**src/rtl/burst_request_splitter.sv**
```systemverilog
// burst_request_splitter: splits word transfers into bounded, boundary-aligned bursts; `define BURST_SPLIT_STATS_EN adds transfer/burst counters
module burst_request_splitter #(
  parameter int ADDR_WIDTH = 32,
  parameter int MAX_BURST_LENGTH = 4,
  parameter int LEN_WIDTH = 16,
  parameter int BOUNDARY_WORDS = 16
) (
  input  logic                  clk,
  input  logic                  rst_n,
  input  logic [ADDR_WIDTH-1:0] s_addr,
  input  logic [LEN_WIDTH-1:0]  s_length,
  input  logic                  s_valid,
  output logic                  s_ready,
  output logic [ADDR_WIDTH-1:0] m_addr,
  output logic [7:0]            m_length,
  output logic                  m_valid,
  input  logic                  m_ready,
  output logic                  m_last_burst,
  output logic                  busy
`ifdef BURST_SPLIT_STATS_EN
  ,
  output logic [15:0]           stat_transfers,
  output logic [15:0]           stat_bursts
`endif
);
  localparam int RW = LEN_WIDTH + 1;
  typedef enum logic [1:0] {IDLE, LOAD, SPLIT} state_t;
  state_t state;
  logic [ADDR_WIDTH-1:0] cur_addr;
  logic [RW-1:0] remaining;
  logic [RW-1:0] words;
  logic [31:0] to_bnd;
  logic [31:0] cap;
  logic [31:0] rem32;
  logic issue;
  assign s_ready = state == IDLE;
  assign busy = state != IDLE;
  // next burst size: least of words left, burst cap and distance to the next boundary
  always_comb begin
    to_bnd = 32'(BOUNDARY_WORDS) - (32'(cur_addr) & 32'(BOUNDARY_WORDS - 1));
    cap = to_bnd < 32'(MAX_BURST_LENGTH) ? to_bnd : 32'(MAX_BURST_LENGTH);
    rem32 = 32'(remaining);
    words = rem32 < cap ? remaining : RW'(cap);
    issue = state == LOAD || (state == SPLIT && m_ready && !m_last_burst);
  end
  // request latch, burst issue and back-to-back reload on each non-final handshake
  always_ff @(posedge clk or negedge rst_n) begin
    if (!rst_n) begin
      state <= IDLE;
      cur_addr <= '0;
      remaining <= '0;
      m_addr <= '0;
      m_length <= '0;
      m_valid <= 1'b0;
      m_last_burst <= 1'b0;
    end else begin
      if (state == IDLE && s_valid) begin
        cur_addr <= s_addr;
        remaining <= RW'(s_length) + RW'(1);
        state <= LOAD;
      end
      if (issue) begin
        m_addr <= cur_addr;
        m_length <= 8'(words - RW'(1));
        m_last_burst <= words == remaining;
        m_valid <= 1'b1;
        cur_addr <= cur_addr + ADDR_WIDTH'(words);
        remaining <= remaining - words;
        state <= SPLIT;
      end
      if (state == SPLIT && m_ready && m_last_burst) begin
        m_valid <= 1'b0;
        state <= IDLE;
      end
    end
  end
`ifdef BURST_SPLIT_STATS_EN
  // saturating counts of accepted transfers and delivered bursts
  always_ff @(posedge clk or negedge rst_n) begin
    if (!rst_n) begin
      stat_transfers <= '0;
      stat_bursts <= '0;
    end else begin
      if (s_valid && s_ready && stat_transfers != 16'hFFFF) stat_transfers <= stat_transfers + 16'd1;
      if (m_valid && m_ready && stat_bursts != 16'hFFFF) stat_bursts <= stat_bursts + 16'd1;
    end
  end
`endif
endmodule

```
**config.mk**
```make
export PLATFORM = sky130hd
export DESIGN_NAME = burst_request_splitter
export DESIGN_NICKNAME = d
export VERILOG_FILES = /design/src/rtl/burst_request_splitter.sv
export SDC_FILE = /design/constraint.sdc
export NUM_CORES = 1
export LEC_CHECK = 0
export BUFFER_PORTS_ARGS = -buffer_cell sky130_fd_sc_hd__buf_2
export CAP_MARGIN = 20
export CORE_ASPECT_RATIO = 1.75
export CORE_UTILIZATION = 40
export DETAILED_ROUTE_END_ITERATION = 10
export PLACE_DENSITY_LB_ADDON = 0.1
export SYNTH_ARGS = -nofsm -noshare
export SYNTH_HDL_FRONTEND = slang
export SYNTH_SLANG_ARGS = --single-unit
```
**constraint.sdc**
```tcl
create_clock -name clk -period 4.9 [get_ports clk]
set_input_delay 0.49 -clock clk [delete_from_list [all_inputs] [get_ports clk]]
set_output_delay 0.49 -clock clk [all_outputs]
set_load 0.01 [all_outputs]
```
==> metrics.yaml, run 1 <==
gp_congestion: 0.834
dieWidth_microns: 93.7
die_h_microns: 163
numCtsBuffers: 9
clockBufferDepth: 2
finalHoldViolCount: 0
netlist_area_sq_mm: 0.00589
r2r-start: "cur_addr[0]"
power.leakage_nw: 3.25
grt_pass1_wl_microns: 27500
path_clk_slew_ns: 0.07
synth_edf_count: 0
comb_power_share_pct: 43.6
finalCritPeriodShare_pct: 93.9
hp-class: "in -> async"
critPathArrivalTime_ns: 4.86
worst_slack_ns: 0.299
synthToLayoutAreaGrowth_pct: 16.8
yosysSeqAreaShare_pct: 39.5
avgSynthCellArea_sq_um: 8.40
yosysUniqueCellTypes: 76
cp-start-kind: "register"
port_buffers: 95
ff2ff_path_depth: 24
instances_no_fill: 984
clock.fmax_ghz: 0.217
grt_max_degree: 61
routed_wl_microns: 16600
dp_worst_setup_slack_ns: -0.0114
sw_frac_of_total_pct: 41.0
cts_tree: "built"
max_cap_violations: 0
status: "complete, no violations"
drtIter0Drc: 252
cts.sinks: 93
synthArstFlopShare_pct: 100
p_total_mw: 3.35
intPower_mw: 1.98
fin_nets: 877
clock_latency_ns: 0.35
ir_worst_vdd_v: 0.000173
wl_per_cell_microns: 16.8
antenna_found_initial: 0
r2r_setup_slack_ns: 0.30
slew_viol_final: 0
root_buffer: "clkbuf_16"
ant_nets: 0
rsz0062_at_grt: "false"
syn_inst: 701
vias_per_cell: 5.50
switchingPower_mw: 1.37
rows: 58
finalClockSkew_ns: 0.00982
ys_warn_count: 0
die_area_sq_mm: 0.0152
setup.worst_path.class: "reg -> reg"
setup_viol: 0
num_vias: 5413
max_slew.worst_pin.slew_ns: 1.04
dp.cells: 967
p_per_area_mw_per_mm2: 487
holdWs_ns: 0.112
worstPathRequired_ns: 5.16
grt_pass1_vias: 5526
drc: 0
cts_max_level: 3
drt_pass1_iterations: 4
crit_path_end_kind: "register"
final_area_sq_mm: 0.00688
grt_use_total_pct: 23.3
ys_ff_latch: 93
dpl.hpwl_microns: 11800
synth_ff_type: "dfrtp_1"
placed_cell_area_sq_mm: 0.00658
slew_headroom_pct: 30.5
grt_overflow: 0
layout-drive-gt1-share_pct: 18.4
worst_r2r_endpoint: "cur_addr[18]"
start_util_pct: 41.0
post-route-min-period_ns: 4.60
clockPowerShare_pct: 20.6
io_pins: 96
worstPathMaxFanout: 13
antennaDiodeCount: 0
core_area_sq_mm: 0.0144
power_frac_seq_pct: 35.9
[power groups by stage]
stage	Sequential [mW]	Combinational, mW	Clock [mW]
after global routing	1.24	1.64	0.747
after CTS	1.20	1.44	0.713
after global placement	1.21	1.41	0
after floorplan	1.20	1.01	0
final	1.20	1.46	0.689
after detailed placement	1.22	1.43	0
[stage by stage]
| step | TNS (ns) | utilization [%] |
|---|---|---|
| 2_1_floorplan | 0 | - |
| 5_1_grt | 0 | 47.9 |
| 3_5_place_dp | -0.0114 | 45.8 |
| 6_report | 0 | 47.9 |
| 3_3_place_gp | 0 | 45.8 |
| 4_1_cts | 0 | 47.8 |
[critical path, stage by stage (launching register included)]
cell and delay [ns]:
dfrtp_1 0.40, inv_1 0.13, ha_1 0.17, nand2b_1 0.07
o21ai_1 0.19, and2_2 0.19, nand2_1 0.06, ha_1 0.27
o31a_1 0.13, o22ai_1 0.07, a31o_2 0.26, nor3_1 0.16
a21oi_1 0.09, inv_1 0.10, ha_1 0.19, inv_1 0.07
fa_2 0.36, inv_1 0.09, o2111ai_1 0.16, a221oi_2 0.27
a211o_1 0.22, a221oi_2 0.07, buf_4 0.19, or4b_1 0.48
o211ai_1 0.11
[layout make-up]
| type | instances | area [sq um] |
|---|---|---|
| sequential | 93 | 2330 |
| inverter | 16 | 60.1 |
| tap | 180 | 225 |
| multi-input combinational | 569 | 3390 |
| clock inverter | 6 | 53.8 |
| timing repair buffer | 110 | 591 |
| fill | 1454 | 7490 |
| clock buffer | 10 | 229 |
[what timing repair did]
action,in CTS,in global routing
endpoints found under the setup margin,1,13
pin swaps,0,3
buffers inserted,0,1
gates resized for setup,2,3
hold buffers,0,0
[worst max path at each step]
stage	endpoint	startpoint	slack (ns)
finish	cur_addr[18]	cur_addr[0]	0.30
global route	cur_addr[18]	cur_addr[0]	0.003
CTS	cur_addr[18]	cur_addr[0]	0.06
detailed placement	cur_addr[18]	cur_addr[0]	-0.01
global placement	cur_addr[18]	cur_addr[0]	0.20
floorplan	cur_addr[22]	cur_addr[1]	0.38
[Yosys cell counts (all sizes together) (4+ instances only)]
master	instances	share of area (%)
and2	8	0.89
xnor2	16	2.4
o31ai	4	0.51
a311oi	5	0.74
ha	24	5.1
o31a	4	0.59
a31oi	7	0.74
dfrtp	93	40
nand2	176	11
o211ai	7	0.89
a21oi	36	3.1
nand4	5	0.64
nor3	16	1.4
nand3	22	1.9
nor4	5	0.79
buf	9	1.1
o311ai	4	0.59
a211oi	10	1.4
and3	15	1.6
a211o	4	0.59
or3	5	0.55
nor2	48	3.1
o21ai	33	2.8
clkbuf	25	1.8
a22oi	9	1.1
nand2b	10	1.1
or4	4	0.51
xor2	14	2.1
o22ai	5	0.53
a21o	11	1.4
inv	16	1.0
[cells in the final DEF, fill, tap and decap left out, types with 4 or more instances in the layout]
cell / count
a211o_1: 4
a211oi_1: 9
a21o_1: 10
a21oi_1: 36
a22oi_1: 9
a311oi_1: 5
a31oi_1: 7
and2_1: 6
and3_1: 15
buf_2: 94
buf_4: 16
clkbuf_16: 9
conb_1: 14
dfrtp_1: 93
ha_1: 24
inv_1: 15
nand2_1: 176
nand2b_1: 10
nand3_1: 22
nand4_1: 4
nor2_1: 48
nor3_1: 16
nor4_1: 4
o211ai_1: 7
o21ai_0: 32
o22ai_1: 5
or3_1: 4
or4_1: 4
xnor2_1: 16
xor2_1: 14
[kinds of logic (layout without fill, tap and decap cells)]
kind of cell    Yosys count  count (layout)  share of synthesized area, %
flops                    93              93                          39.5
other cells               2              14                         0.128
xor+xnor                 30              30                          4.46
fa+ha+maj                28              28                          6.12
buf+inv                  51             142                          4.02
mux                       6               6                          1.08
compound gates          166             166                          19.7
simple gates            325             325                          25.0
[sequential cells by signal, indices dropped and copies added (netlist names)]
name and count:
remaining 17, cur_addr 32, m_last_burst 1, state 2, m_valid 1, m_addr 32, m_length 8
[layer usage]
metal | GRT usage (%) | up-vias | routed length (microns)
met5 | 0 | - | 0
met4 | 10.8 | 0 | 575
met3 | 3.27 | 43 | 558
met2 | 42.2 | 133 | 8810
met1 | 26.4 | 2574 | 6620
li1 | - | 2663 | -
Note: power is estimated with default switching activity, not from simulation.
==> run 2, diff against run 1 <==
--- a/config.mk
+++ b/config.mk
@@ -5,8 +5,9 @@
 export SDC_FILE = /design/constraint.sdc
 export NUM_CORES = 1
 export LEC_CHECK = 0
+export ABC_AREA = 1
 export BUFFER_PORTS_ARGS = -buffer_cell sky130_fd_sc_hd__buf_2
-export CAP_MARGIN = 20
+export CAP_MARGIN = 40
 export CORE_ASPECT_RATIO = 1.75
 export CORE_UTILIZATION = 40
 export DETAILED_ROUTE_END_ITERATION = 10
==> run 2 against run 1 <==
The flow now finishes with violations (design-rule violations); global-route usage is 0.58 points higher; maximum frequency is 15% higher; final cell count is 24% higher; combinational power is 88% lower; non-clock buffer count is 8 lower; worst setup slack better by 0.59 ns; critical path depth is 4 higher; synthesized cell count is 32% higher; largest cell class unchanged.
==> metrics.yaml, run 2 <==
clock.fmax_ghz: 0.249  # +15%
ff2ff_path_depth: 28  # +17%
hp-class: "in -> async"
instances_no_fill: 1218  # +24%
max_cap_violations: 0  # unchanged
yosysUniqueCellTypes: 53  # -30%
avgSynthCellArea_sq_um: 7.02  # -16%
post_cts_resized: 0  # -2
reg_top3: "cur_addr: 32 flops, m_addr: 32 flops, remaining: 17 flops"
rows: 61  # +5.2%
die_h_microns: 171  # +5.0%
worstPathMaxFanout: 10  # -3
synth_largest_area_cell: "dfrtp_1"
cts_hold_buf: 0  # unchanged
layout-drive-gt1-share_pct: 16.1  # -2.3 points
numCtsBuffers: 9  # unchanged
synthArstFlopShare_pct: 100  # unchanged
synth_top_area_share_pct: 35.8  # -3.7 points
grt_max_degree: 62  # +1.6%
io_pins: 96  # unchanged
root_buffer: "clkbuf_16"
finalClockSkew_ns: 0.00861  # -0.00121 ns
violations: "design-rule violations"
core_area_sq_mm: 0.0159  # +10%
path_clk_slew_ns: 0.07  # about the same
cts.sinks: 93  # unchanged
drt_pass1_iterations: 9  # +5
status: "finished with violations"
finalHoldViolCount: 0  # unchanged
synth_edf_count: 0  # unchanged
dp_worst_setup_slack_ns: 0.885  # +0.896 ns
cts_max_level: 3  # unchanged
clock_latency_ns: 0.35  # about the same
r2r_setup_slack_ns: 0.89  # +0.59 ns
yosysSeqAreaShare_pct: 35.8  # -3.7 points
ant_nets: 0  # unchanged
slew_headroom_pct: 40.3  # +9.9 points
nFillCells: 1739  # +20%
crit_path_end_kind: "register"
cts_setup_buffers: 0  # unchanged
ys_top_cells_by_area: "dfrtp_1 (36%), nand2_1 (12%), nor2_1 (7.9%)"
holdWs_ns: 0.231  # +0.119 ns
critPathArrivalTime_ns: 4.26  # -0.60 ns
synthToLayoutAreaGrowth_pct: 15.8
p_total_mw: 1.74  # -48%
antenna_found_initial: 0  # unchanged
p_per_area_mw_per_mm2: 231  # -53%
vias_per_cell: 5.21  # -5.3%
gp_congestion: 0.876  # +5.0%
port_buffers: 95  # unchanged
worst_slack_ns: 0.887  # +0.588 ns
fin_setup_tns_ns: 0  # unchanged
dp.cells: 1203  # +24%
ys_top_cells_by_count: "nand2_1 (213), nor2_1 (136), inv_1 (116), dfrtp_1 (93), o21ai_0 (57)"
cts_tree: "built"
max_slew.worst_pin.slew_ns: 0.885  # -0.153 ns
setup.worst_path.class: "reg -> reg"
ys_ff_latch: 93  # unchanged
crit_path_max_incr_delay_ns: 0.71  # +0.23 ns
worst_path_max_delay_cell: "o21ai_0"
wl_per_cell_microns: 15.8  # -6.1%
r2r-start: "cur_addr[1]"
ir_worst_vdd_v: 0.000140  # -19%
grt_pass1_vias: 6322  # +14%
worstPathRequired_ns: 5.15  # about the same
clockBufferDepth: 2  # unchanged
ys_warn_count: 0  # unchanged
yosysMostFrequentCell: "nand2_1"
setup_viol: 0  # unchanged
power.leakage_nw: 3.87  # +19%
fin_nets: 1103  # +26%
netlist_area_sq_mm: 0.00650  # +10%
routed_wl_microns: 19200  # +16%
cp-start-kind: "register"
syn_inst: 926  # +32%
grt_overflow: 0  # unchanged
antennaDiodeCount: 0  # unchanged
start_util_pct: 40.9  # -0.051 points
synth_ff_type: "dfrtp_1"
grt_use_total_pct: 23.9  # +0.58 points
cpMostUsedCell: "nand2_4"
finalCritPeriodShare_pct: 81.9  # -12 points
drtIter0Drc: 252  # unchanged
final_common_cell: "nand2_1"
worst_r2r_endpoint: "cur_addr[17]"
grt_pass1_wl_microns: 30800  # +12%
die_area_sq_mm: 0.0168  # +10%
dieWidth_microns: 98.4  # +4.9%
slew_viol_final: 0  # unchanged
num_vias: 6345  # +17%
rsz0062_at_grt: "false"
post-route-min-period_ns: 4.01  # -0.588 ns
drc: 2  # +2
layout_common_cells: "nand2_1 (213), nor2_1 (135), inv_1 (115)"
dpl.hpwl_microns: 14500  # +23%
[run 2: cell types whose count changed after synthesis, sizes merged, moves of 14 or more]
cell	delta
nand2	+56
inv	+106
nor2	+92
and3	-15
nand3	+42
xnor2	-14
o21ai	+39
nand4	+15
[run 2: logic make-up (layout without fill, tap and decap cells)]
group	Yosys count	count (layout)	share of synthesized area, %
other	2	14	0.116
AO/OA/AOI/OAI	154	154	14.0
AND/OR/NAND/NOR	488	488	33.9
adder cells (fa/ha/maj)	26	26	5.24
XOR/XNOR	15	15	2.02
flip-flops	93	93	35.8
buffers and inverters	148	239	8.93
[run 2: area by class of cell]
cell class / count / area (sq um) / area share [%]
clock inverter: 5 / 83.8 / 1.11
sequential: 93 / 2330 / 30.9
inverter: 122 / 458 / 6.09
multi-input combinational: 697 / 3650 / 48.5
clock buffer: 10 / 239 / 3.18
tap: 189 / 236 / 3.14
timing repair buffer: 102 / 531 / 7.05
[run 2: metrics by stage]
stage | util [%] | cell area, sq um
after floorplan | - | 6540
after global placement | 45.4 | 7200
after detailed placement | 45.4 | 7200
after CTS | 47.4 | 7520
after global routing | 47.4 | 7520
final | 47.4 | 7520
[run 2: per-layer routing]
layer	wire length [microns]	global-route usage, %	vias up
met5	0	0	-
met3	447	2.49	38
met1	7330	24.4	2988
met2	10800	48.2	119
met4	614	10.1	0
li1	-	-	3200
[run 2: worst max path at each step]
stage / slack (ns) / to / from / cells past startpoint
global placement: 0.93 / cur_addr[15] / cur_addr[1] / 27
global route: 0.44 / remaining[13] / cur_addr[1] / 28
detailed placement: 0.88 / cur_addr[17] / cur_addr[1] / 28
finish: 0.89 / cur_addr[17] / cur_addr[1] / 28
CTS: 0.88 / cur_addr[17] / cur_addr[1] / 28
floorplan: 1.42 / cur_addr[13] / cur_addr[1] / 28
[run 2: where the power goes]
group / internal [mW] / switching (mW) / total [mW]
Clock: 0.461 / 0.327 / 0.788
Combinational: 0.0599 / 0.112 / 0.171
Sequential: 0.772 / 0.00412 / 0.777
Total: 1.29 / 0.443 / 1.74
[run 2: worst max-delay path: cells and delay by family, from the launching register on]
| kind | cells | cell delay [ns] |
|---|---|---|
| compound gates | 3 | 0.97 |
| buf+inv | 4 | 0.36 |
| simple gates | 18 | 1.47 |
| fa+ha+maj | 3 | 0.72 |
| flops | 1 | 0.38 |
==> run 3, diff against run 2 <==
==> constraint.sdc (replaced) <==
create_clock -name clk -period 3.3 [get_ports clk]
set_input_delay 0.33 -clock clk [delete_from_list [all_inputs] [get_ports clk]]
set_output_delay 0.33 -clock clk [all_outputs]
set_load 0.01 [all_outputs]
==> run 3 against run 2 <==
The run ends with design-rule violations, negative setup slack left; worst hold slack worse by 0.032 ns; die area unchanged; non-clock buffer count rose by 60; critical path depth up 1; utilization rose by 5.9 points.
==> metrics.yaml, run 3 (same netlist as run 2, synthesis figures left out) <==
drt_pass1_iterations: 8  # -1
final_common_cell: "nand2_1"
worstPathMaxFanout: 6  # -4
gp_congestion: 0.915  # +4.4%
max_cap_violations: 0  # unchanged
fin_nets: 1163  # +5.4%
dieWidth_microns: 98.4  # unchanged
cts.sinks: 93  # unchanged
r2r-start: "cur_addr[1]"
antennaDiodeCount: 0  # unchanged
finalClockSkew_ns: 0.00810  # -0.000506 ns
critPathArrivalTime_ns: 3.70  # -0.56 ns
ff2ff_path_depth: 29  # +3.6%
finalCritPeriodShare_pct: 105  # +23 points
final_area_sq_mm: 0.00846  # +12%
wl_per_cell_microns: 15.5  # -2.1%
holdPathStages: 3
status: "finished with violations"
rsz0062_at_grt: "true"
routed_wl_microns: 19800  # +2.8%
grt_max_degree: 58  # -6.5%
instances_no_fill: 1279  # +5.0%
core_area_sq_mm: 0.0159  # unchanged
cp.depth: 29  # +3.6%
drtIter0Drc: 191  # -24%
setup.worst_path.class: "reg -> reg"
dp.cells: 1245  # +3.5%
nFillCells: 1650  # -5.1%
ant_nets: 0  # unchanged
clock.fmax_ghz: 0.290  # +16%
vias_per_cell: 5.10  # -2.2%
min_from: "s_addr[2]"
io_pins: 96  # unchanged
cp-start-kind: "register"
worstPathRequired_ns: 3.55  # -1.60 ns
synthToLayoutAreaGrowth_pct: 30.2
grt_pass1_vias: 6414  # +1.5%
violations: "design-rule violations, negative setup slack"
clockBufferDepth: 2  # unchanged
crit_path_end_kind: "register"
slew_headroom_pct: 38.5  # -1.8 points
die_h_microns: 171  # unchanged
ir_worst_vdd_v: 0.000197  # +41%
path_clk_slew_ns: 0.07  # about the same
worst_slack_ns: -0.152  # -1.04 ns
grt_pass1_wl_microns: 31200  # +1.0%
holdWs_ns: 0.200  # -0.0316 ns
antenna_found_initial: 0  # unchanged
worst_r2r_endpoint: "cur_addr[16]"
hp-class: "in -> reg"
layout-drive-gt1-share_pct: 28.3  # +12 points
cts_tree: "built"
rows: 61  # unchanged
grt_use_total_pct: 24.1  # +0.19 points
start_util_pct: 40.9  # unchanged
hold_path_end: "cur_addr[2]"
power.leakage_nw: 4.29  # +11%
root_buffer: "clkbuf_16"
crit_path_max_incr_delay_ns: 0.39  # -0.32 ns
setup_viol: 31  # +31
cts_max_level: 3  # unchanged
placed_cell_area_sq_mm: 0.00756  # +5.0%
slew_viol_final: 0  # unchanged
cp_top_family: "simple AND/OR/NAND/NOR gates"
crit_buf_inv: 6  # +2
die_area_sq_mm: 0.0168  # unchanged
finalHoldViolCount: 0  # unchanged
drc: 3  # +1
worst_path_max_delay_cell: "dfrtp_1"
dpl.hpwl_microns: 14800  # +2.1%
reg_top3: "cur_addr: 32 flops, m_addr: 32 flops, remaining: 17 flops"
layout_common_cells: "nand2_1 (189), nor2_1 (130), inv_1 (106)"
port_buffers: 95  # unchanged
numCtsBuffers: 9  # unchanged
num_vias: 6517  # +2.7%
r2r_setup_slack_ns: -0.15  # -1.04 ns
clock_latency_ns: 0.36  # about the same
grt_overflow: 0  # unchanged
post-route-min-period_ns: 3.45  # -0.561 ns
max_slew.worst_pin.slew_ns: 0.914  # +0.0287 ns
p_per_area_mw_per_mm2: 295  # +28%
dp_worst_setup_slack_ns: -0.181  # -1.07 ns
## run 3: metrics by stage
step	power, mW	setup TNS (ns)	util [%]
after floorplan	1.33	0	-
after global placement	1.44	-0.477	47.5
after detailed placement	1.44	-1.99	47.7
after CTS	2.49	0	50.2
after global routing	2.59	-10.95	53.3
final	2.49	-2.04	53.3
## run 3: area by class of cell
class / instances / area, sq um / share of cell area, %
Sequential cell: 93 / 2330 / 27.5
Timing Repair Buffer: 162 / 1050 / 12.4
Inverter: 122 / 460 / 5.44
Clock buffer: 13 / 280 / 3.31
Multi-Input combinational cell: 697 / 4090 / 48.4
Tap cell: 189 / 236 / 2.80
Clock inverter: 3 / 17.5 / 0.207
## run 3: metal layers
| metal | vias to the layer above | wire, microns | GRT usage (%) | part of all wire [%] |
|---|---|---|---|---|
| met4 | 0 | 603 | 10.4 | 3.1 |
| li1 | 3327 | - | - | - |
| met1 | 3044 | 7350 | 24.5 | 37 |
| met5 | - | 0 | 0 | 0 |
| met3 | 35 | 523 | 3.23 | 2.6 |
| met2 | 111 | 11300 | 47.9 | 57 |
## run 3: worst register-to-register path, delay by kind of cell, from the launching register on
kind            cells  cell delay [ns]
compound gates      2             0.35
fa+ha+maj           4             0.87
buf+inv             6             0.39
flops               1             0.39
simple gates       17             1.34
## run 3: timing repair
action | 4_1_cts | 5_1_grt
hold endpoints to repair | 36 | 0
gates resized for setup | 22 | 94
pin swaps | 7 | 62
endpoints found under the setup margin | 35 | 46
hold buffers | 1 | 0
setup buffers | 4 | 14
## run 3: power breakdown
part | switching [mW] | total (mW) | internal, mW
Combinational | 0.180 | 0.292 | 0.112
Clock | 0.456 | 1.05 | 0.591
Sequential | 0.00607 | 1.15 | 1.15
Total | 0.642 | 2.49 | 1.85
## run 3: worst max path at each step
stage           startpoint            end  slack, ns
6_report       cur_addr[1]   cur_addr[16]      -0.15
5_1_grt        cur_addr[0]   cur_addr[28]      -0.36
4_1_cts        cur_addr[0]   cur_addr[19]      0.003
3_5_place_dp   cur_addr[0]   cur_addr[16]      -0.18
3_3_place_gp   cur_addr[0]   cur_addr[16]      -0.09
2_1_floorplan  cur_addr[0]  remaining[10]      0.008
